`config.mk`:
```
export PLATFORM = sky130hd
export DESIGN_NAME = wb_stream_writer
export DESIGN_NICKNAME = d
export VERILOG_FILES = /design/src/rtl/wb_stream_writer_pkg.sv /design/src/rtl/wb_stream_fifo.sv /design/src/rtl/wb_stream_writer.sv
export SDC_FILE = /design/constraint.sdc
export NUM_CORES = 1
export LEC_CHECK = 0
export CAP_MARGIN = 20
export CORE_MARGIN = 5
export CORE_UTILIZATION = 60
export DETAILED_ROUTE_END_ITERATION = 10
export HOLD_SLACK_MARGIN = 0.05
export PLACE_DENSITY = 0.85
export SLEW_MARGIN = 5
export SYNTH_ARGS = -nofsm -noshare
export SYNTH_HDL_FRONTEND = slang
export SYNTH_SLANG_ARGS = --single-unit
```
`constraint.sdc`:
```
create_clock -name sys_clk -period 14.94 [get_ports sys_clk]
set_clock_uncertainty 0.05 [all_clocks]
set_input_delay 3.735 -clock sys_clk [delete_from_list [all_inputs] [get_ports sys_clk]]
set_output_delay 3.735 -clock sys_clk [all_outputs]
set_load 0.02 [all_outputs]
```
`src/rtl/wb_stream_writer_pkg.sv`:
```
// Shared definitions for the stream-to-Wishbone burst writer:
// cycle-type codes, FSM state encoding and a small helper.
package wb_stream_writer_pkg;

  localparam logic [2:0] CTI_CLASSIC = 3'b000;
  localparam logic [2:0] CTI_INCR    = 3'b010;
  localparam logic [2:0] CTI_END     = 3'b111;

  typedef enum logic [1:0] {
    ST_IDLE      = 2'd0,
    ST_WAIT_DATA = 2'd1,
    ST_BURST     = 2'd2,
    ST_DONE      = 2'd3
  } state_t;

  function automatic logic [31:0] min_u32(input logic [31:0] a, input logic [31:0] b);
    return (a < b) ? a : b;
  endfunction

endpackage

```
`src/rtl/wb_stream_fifo.sv`:
```
// Synchronous first-word-fall-through FIFO; pointers and count clear on rst.
module wb_stream_fifo #(
  parameter int DEPTH = 8,
  parameter int W     = 32,
  localparam int AW   = (DEPTH > 1) ? $clog2(DEPTH) : 1,
  localparam int CW   = $clog2(DEPTH + 1)
) (
  input  logic          clk,
  input  logic          rst,
  input  logic          push,
  input  logic [W-1:0]  din,
  input  logic          pop,
  output logic [W-1:0]  dout,
  output logic          full,
  output logic          empty,
  output logic [CW-1:0] count
);

  localparam logic [AW-1:0] LAST = AW'(DEPTH - 1);

  logic [W-1:0]  mem [DEPTH];
  logic [AW-1:0] wr_ptr;
  logic [AW-1:0] rd_ptr;
  logic          do_push;
  logic          do_pop;

  assign do_push = push & ~full;
  assign do_pop  = pop & ~empty;
  assign full    = (count == CW'(DEPTH));
  assign empty   = (count == '0);
  assign dout    = mem[rd_ptr];

  always_ff @(posedge clk) begin
    if (do_push) mem[wr_ptr] <= din;
  end

  always_ff @(posedge clk) begin
    if (rst) begin
      wr_ptr <= '0;
      rd_ptr <= '0;
      count  <= '0;
    end else begin
      if (do_push) wr_ptr <= (wr_ptr == LAST) ? '0 : wr_ptr + AW'(1);
      if (do_pop)  rd_ptr <= (rd_ptr == LAST) ? '0 : rd_ptr + AW'(1);
      case ({do_push, do_pop})
        2'b10:   count <= count + CW'(1);
        2'b01:   count <= count - CW'(1);
        default: count <= count;
      endcase
    end
  end

endmodule

```
`src/rtl/wb_stream_writer.sv`:
```
// Wishbone write master: buffers a valid/ready word stream and writes it to
// consecutive words in incrementing bursts that never cross a burst-aligned boundary.
//
//   state     | meaning
//   IDLE      | waiting for start
//   WAIT_DATA | waiting until the next burst's words are buffered
//   BURST     | cyc/stb high, one beat per ack
//   DONE      | one-cycle done pulse
module wb_stream_writer
  import wb_stream_writer_pkg::*;
#(
  parameter int BURST_LEN  = 4,
  parameter int FIFO_DEPTH = 8,
  parameter int CNT_W      = 16
) (
  input  logic             sys_clk,
  input  logic             sys_rst,
  input  logic             start,
  input  logic [31:0]      base_adr,
  input  logic [CNT_W-1:0] length,
  output logic             busy,
  output logic             done,
  input  logic [31:0]      s_dat,
  input  logic             s_valid,
  output logic             s_ready,
  output logic [31:0]      wbm_adr_o,
  output logic [31:0]      wbm_dat_o,
  input  logic [31:0]      wbm_dat_i,
  output logic [2:0]       wbm_cti_o,
  output logic [3:0]       wbm_sel_o,
  output logic             wbm_we_o,
  output logic             wbm_cyc_o,
  output logic             wbm_stb_o,
  input  logic             wbm_ack_i
);

  localparam int NW = $clog2(BURST_LEN + 1);
  localparam int CW = $clog2(FIFO_DEPTH + 1);

  state_t           state, state_nxt;
  logic [31:0]      adr_q;
  logic [CNT_W-1:0] remaining, len_q, accepted;
  logic [NW-1:0]    burst_n, beat;
  logic [31:0]      to_bnd, n32;
  logic [CW-1:0]    fifo_count;
  logic             fifo_full, fifo_empty;
  logic             push, pop, data_ready, last_beat;
  logic             unused_dat;

  assign unused_dat = ^wbm_dat_i;

  // Beats left before the next BURST_LEN-word aligned boundary.
  always_comb begin
    to_bnd     = 32'(BURST_LEN) - (32'(adr_q[31:2]) & 32'(BURST_LEN - 1));
    n32        = min_u32(to_bnd, 32'(remaining));
    data_ready = (32'(fifo_count) >= n32);
  end

  assign last_beat = (beat == burst_n - NW'(1));
  assign push      = s_valid & s_ready;
  assign pop       = (state == ST_BURST) & wbm_ack_i;

  always_ff @(posedge sys_clk) begin
    if (sys_rst) state <= ST_IDLE;
    else         state <= state_nxt;
  end

  always_comb begin
    state_nxt = state;
    busy      = 1'b0;
    done      = 1'b0;
    wbm_cyc_o = 1'b0;
    wbm_cti_o = CTI_CLASSIC;
    case (state)
      ST_IDLE: begin
        if (start) state_nxt = (length == '0) ? ST_DONE : ST_WAIT_DATA;
      end
      ST_WAIT_DATA: begin
        busy = 1'b1;
        if (data_ready) state_nxt = ST_BURST;
      end
      ST_BURST: begin
        busy      = 1'b1;
        wbm_cyc_o = 1'b1;
        if (burst_n != NW'(1)) wbm_cti_o = last_beat ? CTI_END : CTI_INCR;
        if (wbm_ack_i && last_beat)
          state_nxt = (remaining == CNT_W'(1)) ? ST_DONE : ST_WAIT_DATA;
      end
      ST_DONE: begin
        done      = 1'b1;
        state_nxt = ST_IDLE;
      end
      default: state_nxt = ST_IDLE;
    endcase
  end

  assign s_ready   = busy & ~fifo_full & (accepted != len_q);
  assign wbm_stb_o = wbm_cyc_o;
  assign wbm_we_o  = wbm_cyc_o;
  assign wbm_sel_o = 4'hF;
  assign wbm_adr_o = adr_q;

  always_ff @(posedge sys_clk) begin
    if (sys_rst) begin
      adr_q     <= '0;
      remaining <= '0;
      len_q     <= '0;
      accepted  <= '0;
      burst_n   <= '0;
      beat      <= '0;
    end else begin
      if (state == ST_IDLE && start) begin
        adr_q     <= base_adr & 32'hFFFF_FFFC;
        remaining <= length;
        len_q     <= length;
        accepted  <= '0;
      end
      if (push) accepted <= accepted + CNT_W'(1);
      if (state == ST_WAIT_DATA && data_ready) begin
        burst_n <= NW'(n32);
        beat    <= '0;
      end
      if (pop) begin
        adr_q     <= adr_q + 32'd4;
        remaining <= remaining - CNT_W'(1);
        beat      <= beat + NW'(1);
      end
    end
  end

  wb_stream_fifo #(
    .DEPTH (FIFO_DEPTH),
    .W     (32)
  ) u_fifo (
    .clk   (sys_clk),
    .rst   (sys_rst),
    .push  (push),
    .din   (s_dat),
    .pop   (pop),
    .dout  (wbm_dat_o),
    .full  (fifo_full),
    .empty (fifo_empty),
    .count (fifo_count)
  );

endmodule

```
==> flow_summary.toml <==
[finish]
finalInstanceArea_um2 = 18400
nets = 1396
fillers = 1553
fin_cells = 1611
n_antenna_cell = 0
syn_to_final_growth_pct = 20.0
drive_gt1_share_pct = 15.9

[synthesis]
synth_edf_count = 256
ys_types = 69
ys_ff_latch = 355
syn_area_um2 = 15300
synth_top_area_cell = "edfxtp_1"
synth_top_cell_area_share_pct = 50.1
ys.warnings.count = 0
synthCells = 1112
synthArstFlopShare_pct = 0
ys.flop_type = "edfxtp_1"
syn-mean-instance-area_um2 = 13.8
yosys-top-cells-area = "edfxtp_1 50%, dfxtp_1 13%, mux4_2 9.4%"
seq_area_frac_synth_pct = 63.0

[global_route]
grt_max_degree = 73
antenna_found_initial = 0
grt_busiest_layer = "met2"
met3_usage_pct = 4.67
grtUsageTotal_pct = 25.6
use_met1_pct = 32.7
grt_pass1_wl_mm = 57.7
grt_overflow = 0
grt_pass1_vias = 10317
met2_usage_pct = 45.1

[sta]
post-route-period-util_pct = 48.6
slew_headroom_pct = 26.7
fin_setup_tns_ns = 0
finalHoldViolCount = 0
period_needed_ns = 7.25
whs_ns = 0.418
slew_viol_final = 0
rsz0062_at_grt = "no"
worstMarginPinSlew_ns = 1.10
setup_viol = 0
fmax_ghz = 0.138

[power]
pwr-share-clk_pct = 34.2
netSwitchingFraction_pct = 29.4
intPower_mw = 1.96
power_mw = 2.78
power_density_nw_per_um2 = 151
pwr-share-seq_pct = 43.3
power_switching_mw = 0.817
peakVddDrop_v = 0.000130
p_comb_share_pct = 22.5
p_leak_nw = 6.07

[routing]
first_pass_iters = 5
via_per_inst = 6.42
drt-total-wl_mm = 37.1
route.detailed.wl_per_inst_um = 23.1
ant_nets = 0
drt-initial-drc-count = 1191
vias = 10349
route.detailed.drc = 0

[placed_design]
io_buffer_count = 153
globalplace.congestion = 0.842
place_area_um2 = 17200
dpl.cell_count = 1543
hpwl_mm = 20.8

[clock_network]
clock_sinks = 355
cts_setup_buffers = 0
cts.clk_slew.worst_paths_ns = 0.06
cts_buffers = 37
post_cts_resized = 0
htree_levels = 2
hold_buffers = 0
cts-root-buf = "clkbuf_16"
cts.path.max_buffers = 3
clock_latency_ns = 0.53
cts_tree = "yes"

[worst_setup_path]
cp_max_fo = 39
path_cells = "buf_4 > mux4_2 > mux2_2 > clkdlybuf4s50_1"
arrival_ns = 3.47
cp_slowest_cell = "buf_4"
path_class = "reg2out"
r2r_start = "accepted[2]"
cp-start-kind = "flip-flop"
endpoint_kind = "output port"
crit_required_ns = 11.15
cp_slowest_stage_delay_ns = 0.73

[flow_run]
cap_viol_max_count = 0

[hold_path]
hp-class = "reg2reg"
hold_start = "len_q[14]"

[floorplan]
row_count = 58
fp.dieH_um = 170
dieArea_um2 = 28900
initial_utilization_pct = 61.0
core_region_area_um2 = 25200
ioPinCount = 194
die_w_um = 170

[outcome]
outcome = "finished, final reports clean"
==> final cells by class <==
class,instances,area (um2),area share (%)
tap,330,413,2.24
timing repair buffer,170,1650,8.98
multi-input combinational,667,5340,29.0
clock buffer,45,997,5.41
inverter,21,78.8,0.428
sequential,355,9670,52.5
clock inverter,23,272,1.47
==> power by group through the flow <==
stage          registers (mW)  logic, mW  clock network, mW
2_1_floorplan            1.22      0.379                  0
3_3_place_gp             1.21      0.595                  0
3_5_place_dp             1.22      0.612                  0
4_1_cts                  1.20      0.623              0.962
5_1_grt                  1.21      0.675               1.01
6_report                 1.20      0.623              0.950
==> final timing paths <==
check,end,slack [ns],cells past startpoint
worst max register to register,u_fifo.count[3],11.23,12
worst max-delay path,wbm_dat_o[19],7.69,4
worst min register to register,len_q[14],0.42,2
worst min-delay path,len_q[14],0.42,2
==> per-stage QoR <==
step           utilization [%]  setup slack [ns]
2_1_floorplan                -              6.76
5_1_grt                   73.2              7.41
6_report                  73.2              7.69
4_1_cts                   73.2              7.54
3_3_place_gp              68.1              8.09
3_5_place_dp              68.1              8.06
==> synthesized netlist by cell type, types with 10 or more instances <==
cell and n:
o21ai_0 22, or3_1 15, a31oi_1 16, ha_1 26, clkbuf_1 45, nor4_1 21
mux2_2 36, nor2_1 55, a211oi_1 10, mux4_2 64, inv_1 21, edfxtp_1 256
dfxtp_1 99, a21oi_1 65, nand2_1 101, nand4_1 16, nor3_1 20, o211ai_1 18
buf_4 11, and3_1 13, xor2_1 19, nand3_1 38
==> layer usage <==
metal,wire [um],vias up
li1,-,4598
met1,14100,5193
met2,19300,472
met3,2740,86
met4,1060,0
met5,0,-
==> registers in the layout, indices dropped and copies added (netlist names), named ones only <==
signal and cells:
accepted 16, beat 3, burst_n 3, len_q 16
remaining 16, state 2, u_fifo.count 4, u_fifo.mem 256
u_fifo.rd_ptr 3, u_fifo.wr_ptr 3, wbm_adr_o 30
==> cell usage in the layout, fill, tap and decap left out, drive strengths merged, types with 5 or more instances in the layout <==
cell type,n
edfxtp,256
clkdlybuf4s50,152
nand2,101
dfxtp,99
a21oi,66
mux4,64
nor2,55
clkbuf,45
nand3,39
mux2,36
ha,26
nor4,23
o21ai,22
inv,22
nor3,20
xor2,19
o211ai,18
buf,18
nand4,16
a31oi,16
clkinv,16
or3,15
and3,13
a211oi,11
a311oi,9
or4,9
and4,8
a31o,8
conb,7
xnor2,6
and2,6
bufinv,5
nor3b,5
==> worst max-delay path: cells and delay by family (launching register included) <==
kind,cells,cell delay [ns]
buffers and inverters,2,1.30
flip-flops,1,0.69
multiplexers,2,0.94
==> cells by family (layout without fill, tap and decap cells) <==
group,Yosys count,in the layout,share of synthesized area [%]
buffers and inverters,95,259,2.69
muxes,101,101,12.1
adders and majority gates,27,27,2.25
other,2,7,0.0489
DFF,355,355,63.0
and+or+nand+nor,327,327,10.9
xor gates and xnor gates,25,25,1.43
AOI/OAI and AO/OA,180,180,7.60
Power figures use the tool's default switching activity.
